--- src/rtl/fetch_sequencer.sv ---
// fetch_sequencer: program counter and fetch control. It sequences IDLE, RUN
// and HALTED, applies taken relative branches and counts retired instructions.
//
// Ports:
//   clk           rising-edge clock
//   reset         synchronous, active-high; returns to IDLE and clears all state
//   start         begins execution from IDLE or HALTED (ignored in RUN)
//   halt          halt instruction decoded at the current pc
//   stall         holds pc and retired for this cycle
//   branch_en     branch instruction decoded at the current pc
//   branch_cond   branch condition; the branch is taken when this is 1
//   branch_offset signed 8-bit pc-relative branch offset
//   pc            current instruction address (registered)
//   fetch_valid   pc is a live fetch address (state RUN)
//   done          program halted; held until start or reset
//   retired       saturating count of retired instructions
module fetch_sequencer #(
    parameter int PC_WIDTH   = 10,
    parameter int START_ADDR = 0
) (
    input  logic                clk,
    input  logic                reset,
    input  logic                start,
    input  logic                halt,
    input  logic                stall,
    input  logic                branch_en,
    input  logic                branch_cond,
    input  logic [7:0]          branch_offset,
    output logic [PC_WIDTH-1:0] pc,
    output logic                fetch_valid,
    output logic                done,
    output logic [15:0]         retired
);

    typedef enum logic [1:0] {
        IDLE,
        RUN,
        HALTED
    } state_t;

    localparam logic [PC_WIDTH-1:0] START_PC = PC_WIDTH'(START_ADDR);

    state_t              state;
    logic [PC_WIDTH-1:0] offset_ext;
    logic [PC_WIDTH-1:0] pc_branch;
    logic [PC_WIDTH-1:0] pc_next_seq;
    logic [15:0]         retired_inc;
    logic                taken;

    // The signed cast makes the width extension replicate the sign bit.
    // Carries out of the top pc bit are dropped, so branches wrap.
    assign offset_ext  = PC_WIDTH'(signed'(branch_offset));
    assign pc_branch   = pc + offset_ext;
    assign pc_next_seq = pc + PC_WIDTH'(1);
    assign taken       = branch_en && branch_cond;

    // The count sticks at all-ones instead of wrapping.
    assign retired_inc = (retired == 16'hFFFF) ? retired : retired + 16'd1;

    always_ff @(posedge clk) begin
        if (reset) begin
            state       <= IDLE;
            pc          <= '0;
            fetch_valid <= 1'b0;
            done        <= 1'b0;
            retired     <= '0;
        end else begin
            unique case (state)
                IDLE, HALTED: begin
                    if (start) begin
                        state       <= RUN;
                        pc          <= START_PC;
                        retired     <= '0;
                        fetch_valid <= 1'b1;
                        done        <= 1'b0;
                    end
                end
                RUN: begin
                    // Halt wins over stall, and the halt itself retires.
                    if (halt) begin
                        state       <= HALTED;
                        fetch_valid <= 1'b0;
                        done        <= 1'b1;
                        retired     <= retired_inc;
                    end else if (!stall) begin
                        pc      <= taken ? pc_branch : pc_next_seq;
                        retired <= retired_inc;
                    end
                end
                default: begin
                    state       <= IDLE;
                    fetch_valid <= 1'b0;
                    done        <= 1'b0;
                end
            endcase
        end
    end

endmodule

--- config.mk ---
export PLATFORM = sky130hd
export DESIGN_NAME = fetch_sequencer
export DESIGN_NICKNAME = d
export VERILOG_FILES = /design/src/rtl/fetch_sequencer.sv
export SDC_FILE = /design/constraint.sdc
export NUM_CORES = 1
export LEC_CHECK = 0
export BUFFER_PORTS_ARGS = -buffer_cell sky130_fd_sc_hd__clkbuf_2
export CAP_MARGIN = 25
export CELL_PAD_IN_SITES_DETAIL_PLACEMENT = 1
export CELL_PAD_IN_SITES_GLOBAL_PLACEMENT = 2
export CORE_MARGIN = 2
export CORE_UTILIZATION = 28
export DETAILED_ROUTE_END_ITERATION = 8
export PLACE_DENSITY = 0.8
export REMOVE_ABC_BUFFERS = 1
export SYNTH_ARGS = -nofsm -noshare
export SYNTH_HDL_FRONTEND = slang
export SYNTH_SLANG_ARGS = --single-unit
--- constraint.sdc ---
create_clock -name clk -period 2.11 [get_ports clk]
set_clock_uncertainty 0.15 [all_clocks]
set_input_delay 0.1055 -clock clk [delete_from_list [all_inputs] [get_ports clk]]
set_output_delay 0.1055 -clock clk [all_outputs]
set_load 0.01 [all_outputs]
==> results by stage <==
Timing:
- The relative slew slack is 69.9%.
- Setup violations remaining at the end of the flow were counted as 0.
- The number of slew-limit violations in the final report is 0.
- The slew at the pin closest to its max-slew limit is 0.449 ns.
- Final hold analysis gives a worst-case slack of 0.0211 ns.
- The setup total negative slack is 0 ns.
- Setup repair after global routing could not meet its margin everywhere.
- The hold violation count in the final report came to 0.
- The least setup slack across all paths after layout is 0.0397 ns.
- The post-route minimum period is 2.07 ns.
- Based on the critical path, the design can be clocked at up to 483 MHz.
- In the finished design, the share of the clock period the worst path needs comes to 98.1%.

Placed design:
- The quantity of I/O buffers inserted on ports is 42.
- The pre-CTS setup slack is -0.213 ns.
- The count of placed standard cells including taps is 378.
- The final HPWL from detailed placement is 4530 um.
- The weighted congestion at the end of routability-driven global placement is 0.809.

Clock tree:
- The CTS H-tree depth is 2.
- The CTS sink count is 29.
- The clock insertion delay at the later pin of the skew report is 0.29 ns.
- The number of hold buffers added after CTS was 0.
- Clock tree synthesis inserted a total of 5 buffers.
- The root buffer cell is sky130_fd_sc_hd__clkbuf_8.
- TritonCTS built the clock tree.
- Post-CTS timing repair inserted 0 buffers for setup.
- The clock passes through at most 2 buffers.
- The clock-pin slew of the registers on the worst-case setup and hold paths is 0.07 ns.

Detailed routing:
- The number of DRC markers after the initial detailed-route iteration is 53.
- Dividing the detail-routed via count by the number of cells gives 5.15.
- The first detailed-routing pass ran for 4 iterations.
- The routed wire length is 5890 um.
- In this run the remaining antenna-violating nets after routing total 0.
- The post-detailed-route wirelength per cell is 15.2 um.
- Summing over every cut layer, the via total after detailed routing is 1988.
- The post-detailed-route DRC marker count is 0.

Die:
- The starting density of the core is 28.9%.
- The core outline area is 6350 um2.
- Row generation in the floorplan step produced 29 rows.
- The die is 84.9 um tall.
- The floorplan step defined a die boundary enclosing 7210 um2.
- The die is 84.9 um wide.
- Pin placement for this block handled 43 I/O pins.

Yosys:
- The cell area after technology mapping is 1830 um2.
- The share of synthesized area in the top cell type comes to 31.7%.
- The number of synthesis warnings is 0.
- The mean instance size in the synthesized netlist is 8.12 um2.
- Counting flops with an async set or reset pin after synthesis yields a share of 0%.
- In the synthesized netlist, the number of instances is 226.
- The main flop type after synthesis is sky130_fd_sc_hd__dfxtp_1.
- By area the synthesized netlist is led by sky130_fd_sc_hd__dfxtp_1 (32%), sky130_fd_sc_hd__ha_1 (6.8%), sky130_fd_sc_hd__nor2_1 (5.9%).
- The post-synthesis cell type with the largest combined area is sky130_fd_sc_hd__dfxtp_1.
- The number of flops mapped to enable cells by yosys is 0.
- After synthesis the netlist holds a flip-flop and latch count of 29.
- Of the synthesized area, sequential elements account for 31.7%.
- The number of different library cells used by synthesis comes to 46.

Worst setup path:
- The worst setup path is launched from a flip-flop.
- The worst setup path is captured at a flip-flop.
- The worst setup path is of the flip-flop to flip-flop kind.
- The data required time of the worst path is 2.14 ns.
- The signal arrival time at the worst endpoint is 2.10 ns.
- The worst-path maximum fanout is 4.

Finish:
- The net total in the final layout is 334.
- Relative to the synthesized area, the layout overhead comes to 43.3%.
- The final standard cell count with taps included and fillers excluded is 386.
- Of the cells placed in the final design, the portion with a size suffix greater than 1 is 35.3%.
- 0 antenna diodes ended up in the layout.

Power:
- The power density normalized to cell area is 541 nW/um2.
- The static leakage is 0.00121 uW.
- VDD sags by at most 0.374 mV.

Worst hold path:
- In this run the worst hold path is classified as input pin to flip-flop.

GRT:
- The global-route wire length before repair is 9630 um.
- The largest net degree at the start of global routing is 17.
- The number of global-route vias before repair is 2053.
- The total congestion overflow after global routing is 0.
- Across every metal layer, demand over resource in global routing totals 16.5%.
- The initial antenna violation count is 0.

Job:
- The number of max-cap violations is 0.

Status:
- The run finished with clean final reports.
## power by group
part / switching (uW) / total, uW / internal, uW
combinational: 88.9 / 162 / 72.9
clock: 228 / 696 / 469
sequential: 7.60 / 563 / 556
total: 324 / 1420 / 1100
## per-stage QoR
step / area (um2) / utilization, % / total power [uW]
after floorplan: 1810 / - / 647
final: 2630 / 41.4 / 1420
after global placement: 2410 / 38.0 / 728
after global routing: 2630 / 41.4 / 1480
after CTS: 2560 / 40.4 / 1430
after detailed placement: 2410 / 38.0 / 731
## kinds of logic (layout without fill, tap and decap cells)
| kind of cell | Yosys count | count (layout) | share of synthesized area (%) |
|---|---|---|---|
| xor gates and xnor gates | 9 | 9 | 4.30 |
| DFF | 29 | 29 | 31.7 |
| AOI/OAI and AO/OA | 54 | 54 | 20.6 |
| muxes | 3 | 3 | 1.71 |
| adders and majority gates | 11 | 11 | 7.91 |
| buffers and inverters | 16 | 99 | 3.34 |
| and+or+nand+nor | 104 | 104 | 30.5 |
## cell usage in the layout, fill, tap and decap left out, types with 3 or more instances in the layout
master / Yosys / layout
sky130_fd_sc_hd__clkbuf_8: 0 / 5
sky130_fd_sc_hd__buf_4: 0 / 40
sky130_fd_sc_hd__o21a_1: 5 / 5
sky130_fd_sc_hd__clkbuf_2: 0 / 42
sky130_fd_sc_hd__a21o_1: 5 / 5
sky130_fd_sc_hd__nor2_1: 29 / 29
sky130_fd_sc_hd__nor2b_1: 5 / 4
sky130_fd_sc_hd__nand4_1: 3 / 3
sky130_fd_sc_hd__nand2_1: 13 / 13
sky130_fd_sc_hd__a21oi_1: 12 / 10
sky130_fd_sc_hd__o211ai_1: 5 / 5
sky130_fd_sc_hd__a211oi_1: 4 / 4
sky130_fd_sc_hd__ha_1: 10 / 7
sky130_fd_sc_hd__o21ai_0: 5 / 5
sky130_fd_sc_hd__xnor2_1: 7 / 7
sky130_fd_sc_hd__dfxtp_1: 29 / 28
sky130_fd_sc_hd__nor3b_1: 3 / 3
sky130_fd_sc_hd__inv_1: 9 / 9
sky130_fd_sc_hd__nand2b_1: 3 / 3
sky130_fd_sc_hd__nand3_1: 16 / 16
sky130_fd_sc_hd__nor3_1: 6 / 5
sky130_fd_sc_hd__a31oi_1: 5 / 5
sky130_fd_sc_hd__and3_1: 10 / 10
sky130_fd_sc_hd__or3_1: 6 / 6
sky130_fd_sc_hd__ha_4: 0 / 3
## final timing paths
kind | from | to | slack [ns] | depth (start not counted)
setup / recovery | pc[1] | pc[9] | 0.04 | 6
hold / removal | halt | done | 0.02 | 3
setup reg to reg | pc[1] | pc[9] | 0.04 | 6
hold reg to reg | retired[8] | retired[8] | 0.37 | 2
## cells in the mapped netlist (2+ instances only)
| library cell | number |
|---|---|
| sky130_fd_sc_hd__a41o_1 | 2 |
| sky130_fd_sc_hd__or4_1 | 2 |
| sky130_fd_sc_hd__a21o_1 | 5 |
| sky130_fd_sc_hd__a31oi_1 | 5 |
| sky130_fd_sc_hd__nand2_1 | 13 |
| sky130_fd_sc_hd__ha_1 | 10 |
| sky130_fd_sc_hd__nor3_1 | 6 |
| sky130_fd_sc_hd__nand3_1 | 16 |
| sky130_fd_sc_hd__nand3b_1 | 2 |
| sky130_fd_sc_hd__a21oi_1 | 12 |
| sky130_fd_sc_hd__nor2_1 | 29 |
| sky130_fd_sc_hd__o211ai_1 | 5 |
| sky130_fd_sc_hd__mux2i_1 | 2 |
| sky130_fd_sc_hd__clkbuf_1 | 6 |
| sky130_fd_sc_hd__xnor2_1 | 7 |
| sky130_fd_sc_hd__o21ai_0 | 5 |
| sky130_fd_sc_hd__o21a_1 | 5 |
| sky130_fd_sc_hd__or3_1 | 6 |
| sky130_fd_sc_hd__xor2_1 | 2 |
| sky130_fd_sc_hd__and3_1 | 10 |
| sky130_fd_sc_hd__o2111ai_1 | 2 |
| sky130_fd_sc_hd__dfxtp_1 | 29 |
| sky130_fd_sc_hd__a211oi_1 | 4 |
| sky130_fd_sc_hd__nor2b_1 | 5 |
| sky130_fd_sc_hd__nand2b_1 | 3 |
| sky130_fd_sc_hd__nand4_1 | 3 |
| sky130_fd_sc_hd__nor3b_1 | 3 |
| sky130_fd_sc_hd__inv_1 | 9 |
## critical path: stages (launching register included)
cell and delay [ns]:
sky130_fd_sc_hd__dfxtp_2 0.34, sky130_fd_sc_hd__ha_1 0.27, sky130_fd_sc_hd__a21o_1 0.13, sky130_fd_sc_hd__nand4_1 0.20, sky130_fd_sc_hd__and4_1 0.24, sky130_fd_sc_hd__a311oi_2 0.28
sky130_fd_sc_hd__mux2_4 0.34
## what timing repair did
item	in CTS	in global routing
gates resized for setup	3	10
endpoints found under the setup margin	3	7
pin swaps	2	5
## flip-flops by register name, summed over array words and instances, names as in the netlist
register,cells
pc,10
fetch_valid,1
done,1
retired,16
state,1
## layout make-up
cell class	count	area, um2
sequential	29	582
clock inverter	3	65.1
fill	769	3720
inverter	9	33.8
tap	77	96.3
clock buffer	5	68.8
timing repair buffer	82	510
multi-input combinational	181	1270
## layer usage
layer  vias to the layer above  part of all wire (%)  track usage, %  wire length (um)
li1                        998                     -               -                 -
met4                         0                   1.5            6.35                90
met5                         -                     0               0                 0
met3                         8                   2.9            2.82               172
met2                        31                    50            27.7              2940
met1                       951                    46            21.0              2680
Power figures use the tool's default switching activity.
